--- config.mk ---
export PLATFORM = sky130hd
export DESIGN_NAME = audio_packet_parser
export DESIGN_NICKNAME = d
export VERILOG_FILES = /design/src/rtl/audio_packet_parser.sv
export SDC_FILE = /design/constraint.sdc
export NUM_CORES = 1
export LEC_CHECK = 0
export ABC_AREA = 1
export ABC_CLOCK_PERIOD_IN_PS = 3300
export CAP_MARGIN = 20
export CORE_MARGIN = 3
export CORE_UTILIZATION = 25
export DETAILED_ROUTE_END_ITERATION = 8
export GPL_TIMING_DRIVEN = 0
export HOLD_SLACK_MARGIN = 0.02
export PLACE_DENSITY = 0.48
export REMOVE_ABC_BUFFERS = 1
export SLEW_MARGIN = 25
export SYNTH_ARGS = -nofsm -noshare
export SYNTH_HDL_FRONTEND = slang
export SYNTH_SLANG_ARGS = --single-unit
--- constraint.sdc ---
create_clock -name clk_i -period 3.3 [get_ports clk_i]
set_input_delay 0.825 -clock clk_i [delete_from_list [all_inputs] [get_ports clk_i]]
set_output_delay 0.825 -clock clk_i [all_outputs]
set_load 0.005 [all_outputs]
--- src/rtl/audio_packet_parser.sv ---
// Host packet parser: pops FIFO bytes, decodes SYNC/CMD/FORMAT/DATA/STOP packets
// and presents assembled stereo PCM frames on a registered valid/ready interface.
//
// state  | meaning
// SYNC   | hunting for SYNC_BYTE; other bytes dropped
// CMD    | next byte selects FORMAT, DATA or STOP
// FMT    | format byte: rate family, depth, reserved bits
// LEN    | frame count of the DATA packet
// SAMPLE | collecting L then R bytes, little-endian per channel
// EMIT   | frame presented, waiting for sample_ready_i
module audio_packet_parser #(
  parameter logic [7:0] SYNC_BYTE = 8'hA5,
  parameter logic [7:0] MAX_ERR   = 8'hFF
) (
  input  logic        clk_i,
  input  logic        reset_i,
  output logic        rd_in_fifo_en_o,
  input  logic        rd_in_fifo_empty_i,
  input  logic [7:0]  rd_in_fifo_data_i,
  output logic        sample_valid_o,
  input  logic        sample_ready_i,
  output logic [23:0] sample_left_o,
  output logic [23:0] sample_right_o,
  output logic        stream_active_o,
  output logic        rate_family_o,
  output logic        depth24_o,
  output logic        err_pulse_o,
  output logic [7:0]  err_count_o
);

  localparam logic [2:0] S_SYNC   = 3'd0;
  localparam logic [2:0] S_CMD    = 3'd1;
  localparam logic [2:0] S_FMT    = 3'd2;
  localparam logic [2:0] S_LEN    = 3'd3;
  localparam logic [2:0] S_SAMPLE = 3'd4;
  localparam logic [2:0] S_EMIT   = 3'd5;

  logic [2:0]  state;
  logic        byte_pend;
  logic [7:0]  frame_cnt;
  logic [2:0]  byte_idx;
  logic [23:0] left_acc;
  logic [23:0] right_acc;
  logic [2:0]  last_left;
  logic [2:0]  last_idx;
  logic        err;
  logic [7:0]  in_byte;

  assign in_byte   = rd_in_fifo_data_i;
  assign last_left = depth24_o ? 3'd2 : 3'd1;
  assign last_idx  = depth24_o ? 3'd5 : 3'd3;

  // Gated by reset so no byte is popped and lost while the block is held in reset.
  assign rd_in_fifo_en_o = ~reset_i & ~rd_in_fifo_empty_i & ~byte_pend & (state != S_EMIT);

  always_comb begin
    err = 1'b0;
    if (byte_pend) begin
      case (state)
        S_CMD: err = !((in_byte == 8'h01) || (in_byte == 8'h03) ||
                       ((in_byte == 8'h02) && stream_active_o));
        S_FMT: err = (in_byte[7:2] != 6'd0);
        S_LEN: err = (in_byte == 8'd0);
        default: err = 1'b0;
      endcase
    end
  end

  always_ff @(posedge clk_i) begin
    if (reset_i) begin
      state           <= S_SYNC;
      byte_pend       <= 1'b0;
      frame_cnt       <= 8'd0;
      byte_idx        <= 3'd0;
      left_acc        <= 24'd0;
      right_acc       <= 24'd0;
      sample_valid_o  <= 1'b0;
      sample_left_o   <= 24'd0;
      sample_right_o  <= 24'd0;
      stream_active_o <= 1'b0;
      rate_family_o   <= 1'b0;
      depth24_o       <= 1'b0;
      err_pulse_o     <= 1'b0;
      err_count_o     <= 8'd0;
    end else begin
      byte_pend   <= rd_in_fifo_en_o;
      err_pulse_o <= err;
      if (err && (err_count_o != MAX_ERR))
        err_count_o <= err_count_o + 8'd1;

      case (state)
        S_SYNC: if (byte_pend && (in_byte == SYNC_BYTE)) state <= S_CMD;
        S_CMD: if (byte_pend) begin
          state <= S_SYNC;
          if (in_byte == 8'h01) state <= S_FMT;
          else if ((in_byte == 8'h02) && stream_active_o) state <= S_LEN;
          else if (in_byte == 8'h03) stream_active_o <= 1'b0;
        end
        S_FMT: if (byte_pend) begin
          state <= S_SYNC;
          if (in_byte[7:2] == 6'd0) begin
            rate_family_o   <= in_byte[0];
            depth24_o       <= in_byte[1];
            stream_active_o <= 1'b1;
          end
        end
        S_LEN: if (byte_pend) begin
          if (in_byte == 8'd0) begin
            state <= S_SYNC;
          end else begin
            frame_cnt <= in_byte;
            byte_idx  <= 3'd0;
            state     <= S_SAMPLE;
          end
        end
        S_SAMPLE: if (byte_pend) begin
          // First byte of a channel clears the lower lanes so 16-bit samples get [7:0] = 0.
          if (byte_idx <= last_left)
            left_acc <= (byte_idx == 3'd0) ? {in_byte, 16'd0} : {in_byte, left_acc[23:8]};
          else
            right_acc <= (byte_idx == last_left + 3'd1) ? {in_byte, 16'd0}
                                                         : {in_byte, right_acc[23:8]};
          if (byte_idx == last_idx) begin
            sample_left_o  <= left_acc;
            sample_right_o <= {in_byte, right_acc[23:8]};
            sample_valid_o <= 1'b1;
            state          <= S_EMIT;
          end else begin
            byte_idx <= byte_idx + 3'd1;
          end
        end
        S_EMIT: if (sample_ready_i) begin
          sample_valid_o <= 1'b0;
          frame_cnt      <= frame_cnt - 8'd1;
          byte_idx       <= 3'd0;
          state          <= (frame_cnt == 8'd1) ? S_SYNC : S_SAMPLE;
        end
        default: state <= S_SYNC;
      endcase
    end
  end

endmodule

==> flow_metrics.env <==
export IMPL_cts_root_buf="clkbuf_16"
export IMPL_main_combinational_cell_family_by_area_after_synthesis="simple AND/OR/NAND/NOR gates"
export IMPL_rows=50
export IMPL_postLayoutCellArea_mm2=0.00643
export IMPL_routed_via_density=4.44
export IMPL_start_util_pct=26.0
export IMPL_final_critical_delay_including_setup_and_external_delays_ns=3.03
export IMPL_maxSlewHeadroom_pct=46.1
export IMPL_dpl_instance_area_mm2=0.00587
export IMPL_synth_simple_gate_area_share_pct=26.6
export IMPL_cts_made_buffers=17
export IMPL_hpwl_um=8680
export IMPL_final_antenna_net_count=0
export IMPL_static_leakage_power_nw=2.60
export IMPL_synth_compound_area_share_pct=15.7
export IMPL_antenna_cells_inserted=0
export IMPL_path_class="reg2out"
export IMPL_worst_pin_slew_ns=0.808
export IMPL_fp_dieArea_mm2=0.0215
export IMPL_totalWireLength_um=13800
export IMPL_cts_post_setup_buffers_inserted=0
export IMPL_average_wire_length_per_cell_after_detail_routing_um=13.6
export IMPL_finish_utilization_pct=33.7
export IMPL_synth_enable_flop_cells=0
export IMPL_count_of_nets_after_finishing=758
export IMPL_muxShareOfSynthArea_pct=0.202
export IMPL_gp_routability_congestion=0.817
export IMPL_crit_path_end_kind="primary output"
export IMPL_drt_first_iter_violations=246
export IMPL_drv_cap=0
export IMPL_detailedRoute_firstPassIterationCount=4
export IMPL_dp_cells=980
export IMPL_worst_setup_path_start_kind="flip-flop"
export IMPL_timing_final_setup_violations=0
export IMPL_hold_slack_ns=0.453
export IMPL_required_ns=2.47
export IMPL_synth_distinct_cells=34
export IMPL_grt_start_max_net_pins=61
export IMPL_critical_path_cell_chain="inv_2, nor2_1, nand2_2, clkinvlp_4, nor4_1, clkdlybuf4s50_1"
export IMPL_max_vdd_ir_drop_mv=0.349
export IMPL_drc_errors=0
export IMPL_critPathMaxFanout=12
export IMPL_grt_pass1_wl_um=22600
export IMPL_power_density_mw_per_mm2=532
export IMPL_rsz_0062_raised_after_global_routing="no"
export IMPL_power_total_mw=3.42
export IMPL_synth_top_cells_by_count="nor2_1, dfxtp_1, nand2_1, o21ai_0, a21oi_1"
export IMPL_synthesis_instances=681
export IMPL_maxClockFrequency_mhz=330
export IMPL_critical_path_max_stage_delay_ns=0.56
export IMPL_fp_dieH_um=147
export IMPL_fin_skew_ns=0.00907
export IMPL_track_usage_pct=13.0
export IMPL_hold_violations=0
export IMPL_number_of_input_and_output_port_buffers_inserted=73
export IMPL_netlist_area_leader_share_pct=46.9
export IMPL_first_global_vias=4395
export IMPL_biggest_area_contributors_in_the_synthesized_netlist="dfxtp_1, nor2_1, o21ai_0"
export IMPL_yosysTopAreaCell="dfxtp_1"
export IMPL_htree_num_levels=4
export IMPL_critical_path_arrival_ns=2.20
export IMPL_total_number_of_yosys_warnings=0
export IMPL_synth_adder_area_share_pct=1.77
export IMPL_synthToLayoutAreaGrowth_pct=29.8
export IMPL_cts_hold_repair_buffers=0
export IMPL_clkSinkCount=116
export IMPL_dominantRegCellSynth="dfxtp_1"
export IMPL_clk_pin_slew_ns=0.06
export IMPL_most_frequent_cell_after_synthesis="nor2_1"
export IMPL_grt_residual_overflow=0
export IMPL_ioPinCount=74
export IMPL_run_status="finished clean"
export IMPL_number_of_antenna_violations_at_the_first_check_in_global_routing=0
export IMPL_final_max_slew_violation_count=0
export IMPL_chipWidth_um=147
export IMPL_final_layout_size_suffix_gt1_share_pct=7.05
export IMPL_final_cells=1012
export IMPL_final_period_utilization_pct=91.7
export IMPL_postSynth_asyncResetShare_pct=0
export IMPL_cts_max_path_buffers=2
export IMPL_critical_path_slowest_cell="clkdlybuf4s50_1"
export IMPL_avgSynthCellArea_um2=7.27
export IMPL_clock_insertion_delay_worst_skew_ns=0.42
export IMPL_detailroute_via_count=4493
export IMPL_synth_seq_area_share_pct=46.9
export IMPL_hold_class="reg2reg"
export IMPL_clock_tree_from_tritoncts="yes"
export IMPL_synth_xor_xnor_area_share_pct=0.707
export IMPL_core_area_mm2=0.0191
export IMPL_mappedNetlistArea_mm2=0.00495
export IMPL_yosys_register_bits=116
cells in the final DEF, fill, tap and decap left out, types with 7 or more instances in the layout:
cell type	netlist	routed
inv_1	50	49
clkbuf_16	0	17
o21ai_0	86	86
nand3_1	47	47
clkdlybuf4s50_1	0	72
nor2_1	147	147
nand2_1	86	85
dfxtp_1	116	116
ha_1	7	7
nand4_1	12	12
a21oi_1	60	60
where the power goes:
| group | internal (mW) | switching (mW) | leakage, nW |
|---|---|---|---|
| Combinational | 0.0882 | 0.192 | 1.41 |
| Clock | 1.02 | 0.672 | 0.257 |
| Sequential | 1.42 | 0.0263 | 0.935 |
| Total | 2.53 | 0.890 | 2.60 |
routing by layer:
metal	up-vias	routed length, µm	GRT usage (%)	share of wire, %
met5	-	0	0	0
met4	0	197	4.42	1.4
met3	14	653	3.82	4.7
met2	86	6110	20.2	44
met1	2056	6790	17.3	49
li1	2337	-	-	-
worst paths after layout:
check / from / endpoint / slack [ns] / cells past startpoint
setup / recovery: state[2]$_SDFFE_PP0P_ / rd_in_fifo_en_o / 0.27 / 6
setup reg to reg: byte_pend$_SDFF_PP0_ / sample_right_o[13]$_SDFFE_PP0P_ / 0.39 / 7
hold reg to reg: rate_family_o$_SDFFE_PP0P_ / rate_family_o$_SDFFE_PP0P_ / 0.45 / 2
hold / removal: rate_family_o$_SDFFE_PP0P_ / rate_family_o$_SDFFE_PP0P_ / 0.45 / 2
repair_timing:
| item | in CTS | in global routing |
|---|---|---|
| hold endpoints to repair | 0 | 0 |
| setup endpoints to repair | 0 | 1 |
| resized for setup | 0 | 2 |
registers in the layout (all words and copies together) (netlist names), 3 cells and up:
register        count
byte_idx            3
sample_left_o      24
frame_cnt           8
left_acc           24
sample_right_o     24
err_count_o         8
right_acc          16
state               3
critical path: cells and delay by family, from the launching register on:
kind                   cells  cell delay [ns]
buffers and inverters      3             0.93
AND/OR/NAND/NOR            3             0.49
flip-flops                 1             0.35
logic make-up after synthesis:
kind of cell,Yosys count
AOI/OAI and AO/OA,154
adders and majority gates,7
and+or+nand+nor,305
xor gates and xnor gates,4
muxes,1
buffers and inverters,94
DFF,116
area by class of cell:
| cell class | instances | area (µm²) |
|---|---|---|
| inverters | 58 | 226 |
| flip-flops and latches | 116 | 2320 |
| repair buffers | 75 | 773 |
| fillers | 2067 | 12700 |
| multi-input cells | 471 | 2230 |
| clock inverters | 11 | 78.8 |
| clock buffers | 21 | 470 |
| well taps | 260 | 325 |
metrics by stage:
step,setup WS [ns],TNS [ns]
2_1_floorplan,1.16,0
3_3_place_gp,-1.65,-133.95
3_5_place_dp,0.236,0
4_1_cts,0.0172,0
5_1_grt,0.0617,0
6_report,0.273,0
Note: power is estimated with default switching activity, not from simulation.
==> patch 1: new RTL, config.mk and constraints unchanged <==
Make the reset (`reset_i`) asynchronous in one clocked block.
--- a/src/rtl/audio_packet_parser.sv
+++ b/src/rtl/audio_packet_parser.sv
@@ -68,3 +68,3 @@
 
-  always_ff @(posedge clk_i) begin
+  always_ff @(posedge clk_i or posedge reset_i) begin
     if (reset_i) begin
Function: changed (Yosys sat finds a counterexample within 10 cycles, from zero or initial values and one cycle with reset_i high; the reset may be asserted at any time).
==> patch 1 against the unedited design <==
- wire length fell by 9.7%
- count of clock-buffer cells in the layout did not move
- cell area rose by 7.0%
- core utilization rose by 0.18 points
- area after synthesis rose by 4.9%
- first-iteration DRC count fell by 11%
- setup slack got worse by 0.057 ns
- cell count fell by 7.3%
- sequential cell count did not move
- non-clock buffer count rose by 4
- via count fell by 8.9%
- critical path type is now in2out
- critical endpoint unchanged
- largest cell class unchanged
Power is not compared: it rests on default switching activity, and its combinational part moved more than twofold at a synthesized area within 25%.
==> patch 1: results <==
metrics = {
    "run_status": {
        "outcome": "finished clean",
    },
    "yosys": {
        "synth_compound_area_frac": 0.122,
        "yosysSeqAreaShare": 0.559,
        "synth_cell_types": 26,
        "synthAdderAreaFrac": 0.0169,
        "synth_xor_area_frac": 0.00675,
        "synthArstFlopShare": 1.00,
        "ys_top_cells_by_count": "dfrtp_1 (116), nand2_1 (108), inv_1 (71)",
        "synthTopCellsByArea": "dfrtp_1 (56%), nand2_1 (7.8%), inv_1 (5.1%)",
        "yosys_warnings": 0,
        "muxShareOfSynthArea": 0.0217,
    },
    "worst_hold_path": {
        "holdPathEnd": "left_acc[12]$_DFFE_PP0P_",
        "whs_path_depth": 2,
        "min_from": "left_acc[12]$_DFFE_PP0P_",
    },
    "timing": {
        "skew_ns": 0.0107,
        "tightest_slew_ns": 0.651,
        "holdWs_ns": 0.479,
    },
    "clocking": {
        "root_buffer": "clkbuf_16",
        "clock_path_buffers": 2,
        "cts.repair.resized": 0,
        "cts_buffers": 17,
        "ctsHtreeMaxLevel": 4,
        "clk-insertion-delay-late_ns": 0.41,
    },
    "detailed_routing": {
        "wl_met3_um": 573,
        "drt_iter0_drc": 219,
        "via_per_inst": 4.37,
        "wire_per_inst_um": 13.2,
        "top_layer": "met4",
        "met1_length_mm": 6.05,
        "wl_met2_mm": 5.61,
    },
    "final_layout": {
        "final.fill_count": 2134,
        "n_antenna_cell": 0,
        "drive_above_1_share": 0.0793,
        "nets": 676,
        "reg.largest.list": "left_acc x24, sample_left_o x24, sample_right_o x24",
    },
    "place": {
        "dpl.hpwl_mm": 8.79,
        "dp_slack_ns": 0.218,
        "io_buffers": 73,
        "globalplace.congestion": 0.820,
    },
    "power_and_ir_drop": {
        "leakage_nw": 3.19,
        "ir_drop_mv": 0.298,
    },
    "critical_path": {
        "path_max_fanout": 2,
        "max_stage_delay_ns": 0.57,
        "crit_family": "buffers and inverters",
        "timing.rr.end": "sample_right_o[15]$_DFFE_PP0P_",
        "r2r-start": "byte_pend$_DFF_PP0_",
        "worst-r2r-cell-count": 7,
        "reg2reg_setup_slack_ns": 0.84,
    },
    "global_route": {
        "grt_pass1_wl_mm": 20.6,
        "grtUsageTotal": 0.117,
        "grt_max_degree": 70,
        "first_global_vias": 4065,
    },
}
## patch 1: cells by family after synthesis
| kind of cell | Yosys count |
|---|---|
| adders and majority gates | 7 |
| xor gates and xnor gates | 4 |
| muxes | 10 |
| DFF | 116 |
| buffers and inverters | 99 |
| AOI/OAI and AO/OA | 115 |
| and+or+nand+nor | 232 |
## patch 1: power by group
part	leakage [nW]	internal [mW]	switching, mW
Clock	0.281	1.27	0.637
Sequential	1.45	1.56	0.113
Combinational	1.46	0.231	0.388
## patch 1: final cells by class
class                   count  share of cell area
inverters                  75              0.0420
well taps                 270              0.0491
clock buffers              21              0.0655
flip-flops and latches    116               0.422
multi-input cells         368               0.272
repair buffers             79               0.127
clock inverters             9              0.0226
## patch 1: metrics by stage
stage,util,cell area [µm²],instances
2_1_floorplan,-,5040,559
3_3_place_gp,0.301,6110,902
3_5_place_dp,0.309,6260,908
4_1_cts,0.338,6870,938
5_1_grt,0.339,6880,938
6_report,0.339,6880,938
## patch 1: worst max path at each step
| stage | from | endpoint | slack [ns] | cells after the start |
|---|---|---|---|---|
| after floorplan | reset_i | byte_idx[0]$_DFFE_PP0P_ | -0.60 | 1 |
| after global placement | reset_i | left_acc[2]$_DFFE_PP0P_ | -2.48 | 2 |
| after detailed placement | reset_i | rd_in_fifo_en_o | 0.22 | 3 |
| after CTS | reset_i | rd_in_fifo_en_o | 0.20 | 3 |
| after global routing | state[2]$_DFFE_PP0P_ | rd_in_fifo_en_o | 0.06 | 6 |
| final | reset_i | rd_in_fifo_en_o | 0.22 | 3 |
## patch 1: metal layers
| metal | track usage | vias to the layer above |
|---|---|---|
| met3 | 0.0358 | 17 |
| met2 | 0.175 | 77 |
| met5 | 0 | - |
| met4 | 0.0425 | 0 |
| li1 | - | 2045 |
| met1 | 0.160 | 1956 |
==> patch 2: new RTL, config.mk and constraints unchanged <==
Made on the original files. Change the parameter `MAX_ERR` from 8'hFF to 8'h7F.
--- a/src/rtl/audio_packet_parser.sv
+++ b/src/rtl/audio_packet_parser.sv
@@ -12,3 +12,3 @@
   parameter logic [7:0] SYNC_BYTE = 8'hA5,
-  parameter logic [7:0] MAX_ERR   = 8'hFF
+  parameter logic [7:0] MAX_ERR   = 8'h7F
 ) (
Formal check against the unedited RTL: same outputs for any inputs over 10 cycles, from zero or initial values and one cycle with reset_i high; that may be too few to reach the edited logic, so the function may still have changed.
==> patch 2 against the unedited design <==
- setup slack better by 0.041 ns
- cell area is 0.49% higher
- critical path depth did not move
- area after synthesis decreased by 0.58%
- sequential power hardly changed
- global-route usage down 0.19 points
- clock skew increased by 0.0010 ns
- first-iteration DRC count shrank 20%
- power grew 5.0%
- wire length down 2.7%
- sequential cell count is the same
- synthesized cell count decreased by 0.59%
- largest cell class unchanged
==> patch 2: results <==
metrics = {
    "run_status": {
        "outcome": "finished clean",
    },
    "place": {
        "dp_slack_ns": 0.264,
        "dp_cells": 976,
        "dpl_cell_area_mm2": 0.00585,
        "dpl.hpwl_mm": 8.62,
    },
    "timing": {
        "max-slew-margin-rel": 0.470,
        "skew_ns": 0.0101,
    },
    "yosys": {
        "synthAdderAreaFrac": 0.0178,
        "syn_inst": 677,
        "ys_top_cells_by_count": "nor2_1 (142), dfxtp_1 (116), nand2_1 (88)",
        "synth_cell_types": 35,
        "yosysSeqAreaShare": 0.472,
        "synthTopCellsByArea": "dfxtp_1 (47%), nor2_1 (11%), o21ai_0 (8.8%)",
        "muxShareOfSynthArea": 0.00203,
        "synth_compound_area_frac": 0.161,
    },
    "power_and_ir_drop": {
        "leakage_nw": 2.61,
    },
    "detailed_routing": {
        "routed_wl_mm": 13.4,
        "first_pass_iters": 5,
        "wire_per_inst_um": 13.3,
        "drt_iter0_drc": 197,
        "vias": 4403,
    },
    "critical_path": {
        "critPathSlowestCell": "clkdlybuf4s50_1",
    },
    "final_layout": {
        "drive_above_1_share": 0.0683,
        "nets": 754,
    },
    "global_route": {
        "grtUsageTotal": 0.128,
        "first_global_vias": 4304,
    },
}
[patch 2: cell types whose count changed in the layout (fill, tap and decap cells not counted), moves of 2 or more]
cell	before	now
bufinv_16	0	3
nand2_1	85	87
nand4_1	12	10
nor3_1	1	4
inv_1	49	45
clkinvlp_4	6	2
clkinv_4	2	0
a21oi_1	60	63
nor2_1	147	142
[patch 2: metal layers]
metal  track usage  wire (µm)  share of wire  vias to the layer above
met1         0.165       6640           0.50                     1980
li1              -          -              -                     2336
met5             0          0              0                        -
met2         0.205       5990           0.45                       73
met4        0.0409        160          0.012                        0
met3        0.0397        596          0.045                       14
[patch 2: layout make-up]
cell class / count / area (µm²)
Clock buffer: 22 / 474
Clock inverter: 9 / 126
Inverter: 54 / 211
Fill cell: 2068 / 12600
Multi-Input combinational cell: 471 / 2220
Tap cell: 260 / 325
Timing Repair Buffer: 75 / 781
Sequential cell: 116 / 2320
[patch 2: final timing paths]
check	start	endpoint	slack [ns]
setup / recovery	state[2]$_SDFFE_PP0P_	rd_in_fifo_en_o	0.31
hold / removal	rate_family_o$_SDFFE_PP0P_	rate_family_o$_SDFFE_PP0P_	0.46
setup reg to reg	byte_pend$_SDFF_PP0_	sample_right_o[4]$_SDFFE_PP0P_	0.41
hold reg to reg	rate_family_o$_SDFFE_PP0P_	rate_family_o$_SDFFE_PP0P_	0.46
[patch 2: tightest hold or removal path, cell delays in order (launching register included)]
cell,delay [ns]
dfxtp_1,0.32
inv_1,0.05
a21oi_1,0.05
[patch 2: power breakdown]
group	switching, mW	internal (mW)
Combinational	0.189	0.0876
Sequential	0.0252	1.42
Clock	0.622	1.24
[patch 2: timing repair]
action / 4_1_cts / 5_1_grt
endpoints found under the setup margin: 0 / 1
hold buffers: 0 / 0
resized for setup: 0 / 2
